==> config.mk <==
export PLATFORM = sky130hd
export DESIGN_NAME = seg_scan_ctrl
export DESIGN_NICKNAME = d
export VERILOG_FILES = /design/src/rtl/seg_scan_pkg.sv /design/src/rtl/seg_scan_ctrl_hex7.sv /design/src/rtl/seg_scan_ctrl.sv
export SDC_FILE = /design/constraint.sdc
export NUM_CORES = 1
export LEC_CHECK = 0
export ABC_CLOCK_PERIOD_IN_PS = 7700
export BUFFER_PORTS_ARGS = -buffer_cell sky130_fd_sc_hd__buf_4
export CORE_MARGIN = 1
export CORE_UTILIZATION = 49
export CTS_CLUSTER_DIAMETER = 30
export CTS_CLUSTER_SIZE = 20
export DETAILED_ROUTE_END_ITERATION = 6
export HOLD_SLACK_MARGIN = 0.1
export PLACE_DENSITY = 0.69
export SYNTH_ARGS = -nofsm -noshare
export SYNTH_HDL_FRONTEND = slang
export SYNTH_SLANG_ARGS = --single-unit
==> constraint.sdc <==
create_clock -name clk -period 7.7 [get_ports clk]
set_clock_uncertainty 0.15 [all_clocks]
set_input_delay 1.54 -clock clk [delete_from_list [all_inputs] [get_ports clk]]
set_output_delay 1.54 -clock clk [all_outputs]
set_load 0.02 [all_outputs]
==> src/rtl/seg_scan_pkg.sv <==
// seg_scan_pkg: shared types and constants for the multiplexed seven-segment scanner.
package seg_scan_pkg;

    typedef enum logic {GAP, SHOW} state_t;

    typedef struct packed {
        logic [31:0] data;
        logic [7:0]  dp;
        logic [7:0]  en;
    } disp_t;

    localparam logic [7:0] SEG_OFF = 8'hFF;
    localparam logic [7:0] SEL_OFF = 8'h00;

    // Active-low g..a patterns indexed by hex value.
    localparam logic [6:0] HEX7 [16] = '{
        7'h40, 7'h79, 7'h24, 7'h30, 7'h19, 7'h12, 7'h02, 7'h78,
        7'h00, 7'h10, 7'h08, 7'h03, 7'h46, 7'h21, 7'h06, 7'h0E
    };

endpackage

==> src/rtl/seg_scan_ctrl_hex7.sv <==
// hex7seg_decode: combinational nibble to active-low seven-segment pattern.
module hex7seg_decode
    import seg_scan_pkg::*;
(
    input  logic [3:0] nib,
    output logic [6:0] pat
);

    assign pat = HEX7[nib];

endmodule

==> src/rtl/seg_scan_ctrl.sv <==
// seg_scan_ctrl: eight-digit scan with anti-ghost blanking and a frame-aligned
// double buffer so an update never tears across a frame.
module seg_scan_ctrl
    import seg_scan_pkg::*;
#(
    parameter int CLOCK_FREQ = 50_000_000,
    parameter int SLOT_FREQ  = 1_000,
    parameter int GAP_CYCLES = 500
) (
    input  logic        clk,
    input  logic        reset,
    input  logic [31:0] disp_data,
    input  logic [7:0]  disp_dp,
    input  logic [7:0]  disp_en,
    input  logic        upd_valid,
    output logic        upd_ready,
    output logic [7:0]  seg,
    output logic [7:0]  sel,
    output logic        frame_done
);

    localparam int SLOT_CNT = CLOCK_FREQ / SLOT_FREQ;
    localparam int CW = $clog2(SLOT_CNT);

    logic [CW-1:0] cnt_q, cnt_d;
    logic [2:0]    idx_q, idx_d;
    state_t        state_q, state_d;
    logic [7:0]    seg_q, seg_d, sel_q, sel_d;
    logic          frame_done_q, frame_done_d;
    logic          upd_ready_q, upd_ready_d;
    disp_t         act_q, act_d, pend_q, pend_d;
    logic          wrap, boundary, accept, show_on;
    logic [3:0]    nib;
    logic [6:0]    pat;

    assign nib = act_q.data[{idx_q, 2'b00} +: 4];

    hex7seg_decode u_dec (
        .nib(nib),
        .pat(pat)
    );

    always_comb begin
        wrap         = cnt_q == CW'(SLOT_CNT - 1);
        boundary     = wrap && idx_q == 3'd7;
        accept       = upd_valid && upd_ready_q;
        cnt_d        = wrap ? '0 : cnt_q + 1'b1;
        idx_d        = wrap ? idx_q + 1'b1 : idx_q;
        state_d      = wrap ? GAP : (cnt_q == CW'(GAP_CYCLES - 1)) ? SHOW : state_q;
        show_on      = state_d == SHOW && act_q.en[idx_q];
        sel_d        = show_on ? 8'h01 << idx_q : SEL_OFF;
        seg_d        = show_on ? {~act_q.dp[idx_q], pat} : SEG_OFF;
        // An empty pending buffer is exactly upd_ready high.
        act_d        = (boundary && !upd_ready_q) ? pend_q : act_q;
        pend_d       = accept ? {disp_data, disp_dp, disp_en} : pend_q;
        upd_ready_d  = accept ? 1'b0 : boundary ? 1'b1 : upd_ready_q;
        frame_done_d = boundary;
    end

    always_ff @(posedge clk) begin
        if (reset) begin
            cnt_q        <= '0;
            idx_q        <= '0;
            state_q      <= GAP;
            seg_q        <= SEG_OFF;
            sel_q        <= SEL_OFF;
            frame_done_q <= 1'b0;
            upd_ready_q  <= 1'b1;
            act_q        <= '0;
            pend_q       <= '0;
        end else begin
            cnt_q        <= cnt_d;
            idx_q        <= idx_d;
            state_q      <= state_d;
            seg_q        <= seg_d;
            sel_q        <= sel_d;
            frame_done_q <= frame_done_d;
            upd_ready_q  <= upd_ready_d;
            act_q        <= act_d;
            pend_q       <= pend_d;
        end
    end

    assign seg        = seg_q;
    assign sel        = sel_q;
    assign frame_done = frame_done_q;
    assign upd_ready  = upd_ready_q;

endmodule

# Word level (Yosys, flattened, before mapping)
# Memory sizes are Yosys's and may differ from the RTL's. A register that Yosys moved wholly into a read port is not among the register bits.
# Index checks and enable logic that the tools add are counted.
totals:
  output_inout_bits: 18
  memories: 1
  word_cells: 44
  in_bits: 51
  regBits: 134
  rom_bits: 112
memory_table:
  columns: ["memory", "depth", "word_bits", "rd", "rd_ports_with_merged_regs", "write_ports", "line_no", "rtl"]
  rows:
  - ["(name not given)", 16, 7, 1, 1, 0, "seg_scan_ctrl_hex7.sv:9", "assign pat = HEX7[nib];"]
op_classes:
  eq_ne: 3
  bitwise: 3
  n_reduce_logical: 8
  shift: 2
  magnitude_cmp: 2
  muxes: 10
  addsub: 2
op_table:
  columns: ["operator", "n"]
  rows:
  - ["32-bit by 6-bit variable part select with 4-bit output", 1]
  - ["16-bit by 1-bit adder with 16-bit output, second input constant", 1]
  - ["16-bit equality test, second input constant", 1]
  - ["16-bit by 9-bit equality test with 1-bit output, second input constant", 1]
  - ["7-bit two-way mux", 2]
  - ["1-bit by 3-bit left shift with 8-bit output, first input constant", 1]
  - ["1-bit binary-select mux with 3-bit select", 2]
  - ["1-bit two-way mux", 6]
  - ["5-bit greater-or-equal comparator, second input constant", 1]
  - ["4-bit inverter with 5-bit output", 1]
  - ["1-bit logical AND", 4]
  - ["3-bit by 4-bit < comparator with 1-bit output, second input constant", 1]
  - ["2-bit OR reduction", 2]
  - ["3-bit by 1-bit adder with 3-bit output, second input constant", 1]
  - ["3-bit equality test, second input constant", 1]
  - ["1-bit inverter", 2]
  - ["2-bit nonzero test", 1]
  - ["1-bit logical NOT", 1]

# Logic depth before layout (Yosys ltp)
logic_depth:
  ltp_word: 6
  depth_mapped: 10
  depth_no_buf: 8

# Modules after synthesis
# From an unflattened synthesis, not the netlist that was laid out.
unflattened:
  cells_unflattened: 644
  area_unflattened_um2: 5641.7
modules_own_cells:
  columns: ["module", "seq_area_each_um2", "cells_per_inst", "instances", "area_each_um2"]
  rows:
  - ["seg_scan_ctrl", 2682.6, 611, 1, 5372.7]
  - ["hex7seg_decode", 0.0, 33, 1, 269.0]

# Least setup slack after synthesis
# Ideal clock, no wire load.
synth_path:
  path_type: "input to register"
  from: "in reset"
  to: "reg seg_q[6], in the netlist seg[6]"
  n_path_buf: 1
  setup_ns: 0.149
  slack_ns: 4.921
  arrival_time_ns: 2.481
  cell_stages: 4
  required_ns: 7.401
  path_cell_list: "or2_2 buf_2 a211oi_2 o221ai_1"
synth_via:
  elab_chain_cells: 1
synth_rtl:
  columns: ["element", "line_no", "rtl"]
  rows:
  - ["start: declaration", "seg_scan_ctrl.sv:11", "input logic reset,"]
  - ["2-bit OR reduction (no line)", null, null]
  - ["end: declaration", "seg_scan_ctrl.sv:28", "logic [7:0] seg_q, seg_d, sel_q, sel_d;"]
# Every way passes these cells.
# A chain may end at the register's enable or synchronous reset.

# Worst setup path in the final report
layout_path:
  from: "reg idx_q[0]"
  to: "reg seg_q[0], in the netlist seg[0]"
layout_via:
  elab_chain_cells: 5
  elab_cells_between_ends: 7
  classes_between: "shift (1); mux (2); bitwise (2); reduce/logical (2)"
layout_rtl:
  columns: ["element", "line_no", "rtl"]
  rows:
  - ["start: declaration", "seg_scan_ctrl.sv:26", "logic [2:0] idx_q, idx_d;"]
  - ["start signal: assignment", "seg_scan_ctrl.sv:73", "idx_q <= idx_d;"]
  - ["1-bit binary-select mux with 3-bit select", "seg_scan_ctrl.sv:50", "show_on = state_d == SHOW && act_q.en[idx_q];"]
  - ["1-bit two-way mux (implied by the code)", "seg_scan_ctrl.sv:50", null]
  - ["1-bit logical AND", "seg_scan_ctrl.sv:50", null]
  - ["1-bit inverter (no line)", null, null]
  - ["2-bit OR reduction (no line)", null, null]
# Parallel ways exist; a longest one is shown, timed or not. The select of a mux whose other input is x is not followed.

==> impl_metrics.json <==
{
  "outcome": "finished clean",
  "die_x_um": 106.0,
  "drt-pass1-iter-count": 4,
  "cp_cell_sequence": "mux4_2 > mux2i_1 > inv_1 > ha_1 > or3_1 > o21ai_0 > o21ai_0",
  "cts-buffers-inserted": 17,
  "synth.cell_area_sq_mm": 0.005295,
  "clock.fmax_mhz": 297.9,
  "nets": 732,
  "rows": 37,
  "hold_end": "act_q[7]$_SDFFE_PP0P_",
  "r2r_end": "seg[0]$_SDFF_PP1_",
  "synth_warnings": 0,
  "h-tree-depth": 4,
  "drt_iter0_drc": 270,
  "tritoncts": "yes",
  "r2r-start": "idx_q[0]$_SDFFE_PP0P_",
  "synth.top_cells.by_area": "dfxtp_1 (51%), nand2_1 (15%), a21oi_1 (9.5%)",
  "crit_buf_inv": 1,
  "die_h_um": 106.0,
  "synth.top_cells.by_count": "nand2_1 (209), dfxtp_1 (134), a21oi_1 (100)",
  "core-area_sq_mm": 0.01042,
  "period_share_pct": 43.59,
  "hp-class": "flop to flop",
  "cp_common_cell": "o21ai_0",
  "critPathTopFamily": "multiplexers",
  "peakVddDrop_v": 0.0001869,
  "path_max_fanout": 16,
  "track_usage_pct": 21.71,
  "crit_path_max_incr_delay_ns": 0.99,
  "power.density_mw_per_mm2": 255.3,
  "n_antenna_cell": 0,
  "wire_per_inst_um": 13.89,
  "drv_slew": 0,
  "final_antenna_net_count": 0,
  "fill_cells": 925,
  "avgViaCountPerCell": 5.211,
  "slew_headroom_pct": 27.90,
  "place_congestion": 0.7562,
  "r2r_setup_slack_ns": 4.34,
  "hold_viol": 0,
  "io_pins": 69,
  "ys_types": 38,
  "syn-num-nets": 679,
  "cpMaxStageDelayCell": "dfxtp_1",
  "end_kind": "flop",
  "cp.arrival_ns": 3.58,
  "p_leak_nw": 2.414,
  "path_class": "flop to flop",
  "clockBufferDepth": 2,
  "reg2regPathDepth": 7,
  "yosysSeqAreaShare_pct": 50.66,
  "finalSetupViolations": 0,
  "multi_input_area_sq_mm": 0.002400,
  "hold_path_depth": 2,
  "io_buffers": 68,
  "grt_start_max_net_pins": 104,
  "holdWs_ns": 0.2958,
  "maxCapViolCount": 0,
  "path_clk_slew_ns": 0.06,
  "tightest_slew_ns": 1.051,
  "total_power_mw": 1.652,
  "grt_overflow_total": 0,
  "cts_hold_buf": 0,
  "synth_edf_count": 0,
  "pre_cts_slack_ns": 4.143,
  "drive_above_1_share_pct": 17.89,
  "finalWirelength_um": 11360,
  "grt_pass1_vias": 4012,
  "drc": 0,
  "grt_pass1_wl_um": 19090,
  "synth_top_area_cell": "dfxtp_1",
  "clock_sinks": 134,
  "start_kind": "flop",
  "synth_area_per_cell_sq_um": 8.596,
  "cts_resized": 0,
  "synthCells": 616,
  "cts_setup_buffers": 0,
  "fp.dieArea_sq_mm": 0.01123,
  "rsz0062_at_grt": "no",
  "dp_hpwl_um": 7428,
  "synth_top_area_share_pct": 50.66,
  "num_vias": 4263,
  "clk-insertion-delay-late_ns": 0.52,
  "setup_ws_ns": 4.343,
  "regArea_sq_mm": 0.002683,
  "initial_core_util_pct": 50.83,
  "fin_setup_tns_ns": 0,
  "synth_most_common_cell": "nand2_1",
  "antenna_found_initial": 0,
  "postSynth.asyncResetShare_pct": 0,
  "period_needed_ns": 3.357,
  "hp-start": "act_q[7]$_SDFFE_PP0P_",
  "cts_root_buf": "clkbuf_8",
  "ys.flop_type": "dfxtp_1",
  "ys_ff_latch": 134,
  "areaGrowthSynthToFinish_pct": 22.24,
  "worstPathRequired_ns": 7.92
}
[report_power, final]
group          total (mW)  switching (mW)  internal [mW]
Clock               0.870           0.295          0.575
Combinational      0.0625          0.0339         0.0286
Sequential          0.720         0.00995          0.710
[layout make-up]
type                       count  area share (%)
clock buffer                  20           6.882
clock inverter                12           3.093
inverter                       9          0.5219
multi-input combinational    435           37.08
sequential                   134           41.45
tap                          136           2.629
timing repair buffer          72           8.351
[cell usage in the layout, fill, tap and decap left out, types with 4 or more instances in the layout]
master     Yosys  routed
nand2_1      209     209
dfxtp_1      134     134
a21oi_1      100     100
buf_4          1      72
nor2_1        24      24
clkbuf_16      0      16
mux4_2        12      12
ha_1          12      12
inv_1          9       9
and2_1         9       9
mux2i_1        8       8
xnor2_1        8       8
o211ai_1       6       6
xor2_1         6       6
nand4_1        5       5
nand3_1        5       5
bufinv_16      0       5
o21ai_0        4       4
nor3_1         4       4
[metal layers]
metal	vias up	wire (um)	track usage (%)
met3	8	468	4.966
met1	2006	4967	26.54
met5	-	0	0
met4	0	91	6.845
li1	2154	-	-
met2	95	5830	37.86
[state kept, by name, indices dropped and copies added (netlist names)]
register	cells
seg	8
idx_q	3
cnt_q	16
pend_q	48
sel	8
act_q	48
upd_ready	1
state_q	1
frame_done	1
[stage by stage]
| step | instance area [sq um] | utilization, % | std cells |
|---|---|---|---|
| 2_1_floorplan | 5295 | - | 616 |
| 3_3_place_gp | 5827 | 55.94 | 786 |
| 3_5_place_dp | 5827 | 55.94 | 786 |
| 4_1_cts | 6472 | 62.14 | 818 |
| 5_1_grt | 6472 | 62.14 | 818 |
| 6_report | 6472 | 62.14 | 818 |
[worst max path at each step]
stage,from,endpoint,cells after the start
floorplan,reset,seg[6]$_SDFF_PP1_,4
global placement,reset,seg[6]$_SDFF_PP1_,4
detailed placement,reset,seg[6]$_SDFF_PP1_,4
CTS,idx_q[0]$_SDFFE_PP0P_,seg[0]$_SDFF_PP1_,7
global route,idx_q[0]$_SDFFE_PP0P_,seg[0]$_SDFF_PP1_,7
finish,idx_q[0]$_SDFFE_PP0P_,seg[0]$_SDFF_PP1_,7
[worst register-to-register path: stages, from the launching register on]
cell     delay (ns)
dfxtp_1        0.99
mux4_2         0.66
mux2i_1        0.47
inv_1          0.14
ha_1           0.26
or3_1          0.37
o21ai_0        0.09
o21ai_0        0.10
[kinds of logic after synthesis]
family | share of synthesized area (%)
AOI/OAI and AO/OA | 11.22
xor gates and xnor gates | 2.316
adders and majority gates | 2.835
buffers and inverters | 4.017
DFF | 50.66
muxes | 7.254
and+or+nand+nor | 21.69
Note: power is estimated with default switching activity, not from simulation.
